==> src/rtl/mem_port_arbiter.sv <==
// Two-slot memory request arbiter sharing one single-ported data SRAM.
// Optional same-word merging of paired requests: define SAME_WORD_MERGE_EN.
module mem_port_arbiter (
    input  logic        clk,
    input  logic        rst,
    input  logic        req1_valid,
    input  logic [3:0]  req1_wen,
    input  logic [31:0] req1_addr,
    input  logic [31:0] req1_wdata,
    input  logic        req2_valid,
    input  logic [3:0]  req2_wen,
    input  logic [31:0] req2_addr,
    input  logic [31:0] req2_wdata,
    input  logic        kill2,
    input  logic        flush,
    input  logic        stall_i,
    output logic        data_sram_en,
    output logic [3:0]  data_sram_wen,
    output logic [31:0] data_sram_addr,
    output logic [31:0] data_sram_wdata,
    input  logic [31:0] data_sram_rdata,
    output logic        stallreq,
    output logic [31:0] mem_rdata1,
    output logic [31:0] mem_rdata2
);

    typedef enum logic [1:0] {
        IDLE   = 2'd0,
        SECOND = 2'd1,
        RETURN = 2'd2
    } state_e;

    state_e      state_q, state_d;
    logic [31:0] hold1_q, hold1_d;
    logic        hold_vld_q, hold_vld_d;

    logic        req2_eff;
    logic        merge;
    logic [31:0] merged_wdata;
    logic        en_c;
    logic [3:0]  wen_c;
    logic        stallreq_c;

    assign req2_eff = req2_valid & ~kill2;

    always_comb begin
        merge        = 1'b0;
        merged_wdata = req1_wdata;
`ifdef SAME_WORD_MERGE_EN
        if (req1_valid && req2_eff && (req1_addr[31:2] == req2_addr[31:2])) begin
            if ((req1_wen == '0) && (req2_wen == '0))
                merge = 1'b1;
            else if ((req1_wen != '0) && (req2_wen != '0) && ((req1_wen & req2_wen) == '0))
                merge = 1'b1;
        end
        for (int unsigned b = 0; b < 4; b++) begin
            if (req2_wen[b])
                merged_wdata[8*b +: 8] = req2_wdata[8*b +: 8];
        end
`endif
    end

    always_comb begin
        state_d         = state_q;
        hold1_d         = hold1_q;
        hold_vld_d      = hold_vld_q;
        en_c            = 1'b0;
        wen_c           = '0;
        stallreq_c      = 1'b0;
        data_sram_addr  = req1_addr;
        data_sram_wdata = req1_wdata;

        if (flush) begin
            state_d    = IDLE;
            hold_vld_d = 1'b0;
        end else begin
            case (state_q)
                SECOND: begin
                    data_sram_addr  = req2_addr;
                    data_sram_wdata = req2_wdata;
                    en_c            = req2_eff;
                    wen_c           = req2_eff ? req2_wen : '0;
                    // Only the first SECOND cycle sees slot-1 read data on rdata.
                    if (!hold_vld_q) begin
                        hold1_d    = data_sram_rdata;
                        hold_vld_d = 1'b1;
                    end
                    if (!stall_i)
                        state_d = RETURN;
                end
                default: begin
                    // A stalled RETURN issues nothing so the SRAM keeps presenting slot-2 data.
                    if (!((state_q == RETURN) && stall_i)) begin
                        hold_vld_d = 1'b0;
                        state_d    = IDLE;
                        if (req1_valid) begin
                            en_c            = 1'b1;
                            wen_c           = merge ? (req1_wen | req2_wen) : req1_wen;
                            data_sram_wdata = merged_wdata;
                            if (req2_eff && !merge) begin
                                stallreq_c = 1'b1;
                                state_d    = SECOND;
                            end
                        end else if (req2_eff) begin
                            en_c            = 1'b1;
                            wen_c           = req2_wen;
                            data_sram_addr  = req2_addr;
                            data_sram_wdata = req2_wdata;
                        end
                    end
                end
            endcase
        end
    end

    always_ff @(posedge clk or negedge rst) begin
        if (!rst) begin
            state_q    <= IDLE;
            hold1_q    <= '0;
            hold_vld_q <= 1'b0;
        end else begin
            state_q    <= state_d;
            hold1_q    <= hold1_d;
            hold_vld_q <= hold_vld_d;
        end
    end

    assign data_sram_en  = en_c & rst;
    assign data_sram_wen = rst ? wen_c : '0;
    assign stallreq      = stallreq_c & rst;
    assign mem_rdata1    = (state_q == RETURN) ? hold1_q : data_sram_rdata;
    assign mem_rdata2    = data_sram_rdata;

endmodule

==> config.mk <==
export PLATFORM = sky130hd
export DESIGN_NAME = mem_port_arbiter
export DESIGN_NICKNAME = d
export VERILOG_FILES = /design/src/rtl/mem_port_arbiter.sv
export SDC_FILE = /design/constraint.sdc
export NUM_CORES = 1
export LEC_CHECK = 0
export ABC_CLOCK_PERIOD_IN_PS = 4100
export CAP_MARGIN = 20
export CORE_AREA = 2 2 120 122
export CTS_CLUSTER_SIZE = 14
export DETAILED_ROUTE_END_ITERATION = 8
export DIE_AREA = 0 0 122 124
export DONT_BUFFER_PORTS = 1
export HOLD_SLACK_MARGIN = 0.15
export PLACE_DENSITY = 0.38
export SYNTH_ARGS = -nofsm -noshare
export SYNTH_HDL_FRONTEND = slang
export SYNTH_SLANG_ARGS = --single-unit
==> constraint.sdc <==
create_clock -name clk -period 4.1 [get_ports clk]
set_clock_uncertainty 0.15 [all_clocks]
set_input_delay 1.23 -clock clk [delete_from_list [all_inputs] [get_ports clk]]
set_output_delay 1.23 -clock clk [all_outputs]
set_load 0.03 [all_outputs]
==> reports/qor.csv <==
metric;value;unit
cts.path.max_buffers;2;
relSlewSlack;70.4;%
min_to;hold1_q[0];
dieWidth;122;um
die_h;124;um
setup_viol;0;
wl;11300;um
maxSlewViolCount;0;
synth_edf_count;0;
gp_congestion;0.736;
startpoint_type;input port;
layout.nets;395;
drc;0;
synth_nets;420;
via_per_inst;4.72;
netlist_top_cells_count;mux2_2, dfrtp_1, buf_4;
async_flop_share;100;%
reg2reg_slack;2.08;ns
wire_per_inst;28.0;um
grt_pass1_wl;13700;um
cp.required;2.72;ns
grt_pass1_vias;1858;
finalHoldViolCount;0;
outcome;finished, final reports clean;
powerDensity;397;mW/mm^2
ios;309;
holdWs;0.341;ns
clock_latency;0.27;ns
yosysMostFrequentCell;mux2_2;
multi_input_area;0.00189;mm^2
leakagePower;1.36;nW
worstReg2RegEnd;hold1_q[23];
hold_buffers;0;
synth_top_cell_area_share;47.6;%
worst_pin_slew;0.432;ns
yosysWarnings;0;
maxCapViolations;0;
clock.fmax;0.246;GHz
hp-start;hold1_q[0];
drtIter0Drc;59;
min_period;4.07;ns
port_buffers;0;
cts_tree;yes;
rows;43;
hold_class;reg2reg;
track_usage;13.4;%
synth_cell_types;24;
avgSynthCellArea;11.8;um^2
final_antenna_net_count;0;
place_hpwl;9610;um
synth_flop_cell;dfrtp_1;
overflow;0;
cp.arrival;2.69;ns
ys_seq_elements;35;
fin_crit_sh;99.2;%
initial_core_util;21.0;%
end_kind;primary output;
syn-cell-area;0.00289;mm^2
core;0.0137;mm^2
cts-buffers-inserted;5;
cp_max_fo;21;
dp_slack;0.0209;ns
area_delta_synth_final;15.0;%
holdPathStages;1;
critPathKind;in2out;
dieArea;0.0151;mm^2
fin_ws;0.0338;ns
numClockSinks;35;
grt_max_degree;37;
antenna_found_initial;3;
clk_pin_slew;0.05;ns
syn_inst;245;
nFillCells;1464;
htreeDepth;2;
synthTopCellsByArea;mux2_2, dfrtp_1, buf_4, buf_6, mux2_1;
peakVddDrop;181;uV
vias;1903;
r2r_cells;4;
regArea;876;um^2
yosysSeqAreaShare;30.4;%
r2r-start;state_q[1];
drive_above_1_share;71.4;%
cts-root-buf;clkbuf_16;
synth_top_cell_by_area;mux2_2;
first_pass_iters;4;
through the flow:
step / utilization [%] / instances / total power, mW / cell area [um^2] / TNS (ns)
after global placement: 22.8 / 391 / 0.941 / 3130 / 0
after floorplan: - / 245 / 0.953 / 3130 / -5.70
after CTS: 23.8 / 398 / 1.34 / 3270 / 0
final: 24.2 / 403 / 1.32 / 3320 / 0
after detailed placement: 22.8 / 391 / 0.951 / 3130 / 0
after global routing: 24.2 / 401 / 1.40 / 3310 / -0.00195
layout by cell type, fill, tap and decap left out, drive strengths merged:
master   instances
mux2           128
nand3            4
nand2b           3
nor2b            2
dfrtp           35
inv              1
clkinv           1
a2111oi          1
nor2             2
and3b            1
diode            3
nor3             2
a211oi           1
clkbuf           7
a21oi            6
buf             15
nand2            3
or3b             2
a31oi            1
o211ai           4
o21ba            1
report_power, final:
part           switching [mW]  internal (mW)  total (mW)
clock                   0.137          0.237       0.374
combinational           0.247          0.196       0.443
sequential             0.0497          0.451       0.501
registers in the layout (all words and copies together) (netlist names):
name,count
state_q,2
hold_vld_q,1
hold1_q,32
layout make-up:
class | count | share of cell area [%]
diodes | 3 | 0.226
clock buffers | 6 | 4.18
clock inverters | 1 | 0.151
inverters | 1 | 0.113
multi-input cells | 161 | 57.0
flip-flops and latches | 35 | 26.4
well taps | 180 | 6.78
repair buffers | 16 | 5.13
worst max-delay path, stage by stage:
cell	delay (ns)
or3b_4	0.39
a211oi_4	0.29
buf_12	0.18
buf_16	0.19
mux2_4	0.38
worst max path at each step:
stage                    start             endpoint  slack (ns)  cells after the start
floorplan           req1_valid   data_sram_addr[10]       -0.09                      5
global placement    req1_valid   data_sram_addr[12]        0.03                      5
detailed placement  req1_valid   data_sram_addr[16]        0.02                      5
CTS                 req1_valid   data_sram_addr[16]        0.02                      5
global route        req1_valid   data_sram_addr[21]     -0.0008                      5
finish              req1_valid  data_sram_wdata[13]        0.03                      5
timing repair:
item | in CTS | in global routing
setup endpoints to repair | 0 | 16
gates resized for setup | 0 | 1
buffers inserted | 0 | 1
layer usage:
metal  share of wire, %  wire, um  GRT usage [%]  vias up
met5                  0         0              0        -
met4                1.3       142           3.88        0
met3                 12      1300           5.40        8
met2                 52      5830           23.5      158
met1                 36      4020           15.0      932
li1                   -         -              -      805
cell families (layout without fill, tap and decap cells):
family	count (synthesis)	in the layout	share of synthesized area (%)
AO/OA/AOI/OAI	14	14	3.64
buffers and inverters	49	24	12.3
flip-flops	35	35	30.4
multiplexers	128	128	50.0
other	0	3	0
AND/OR/NAND/NOR	19	19	3.77
Note: power is estimated with default switching activity, not from simulation.
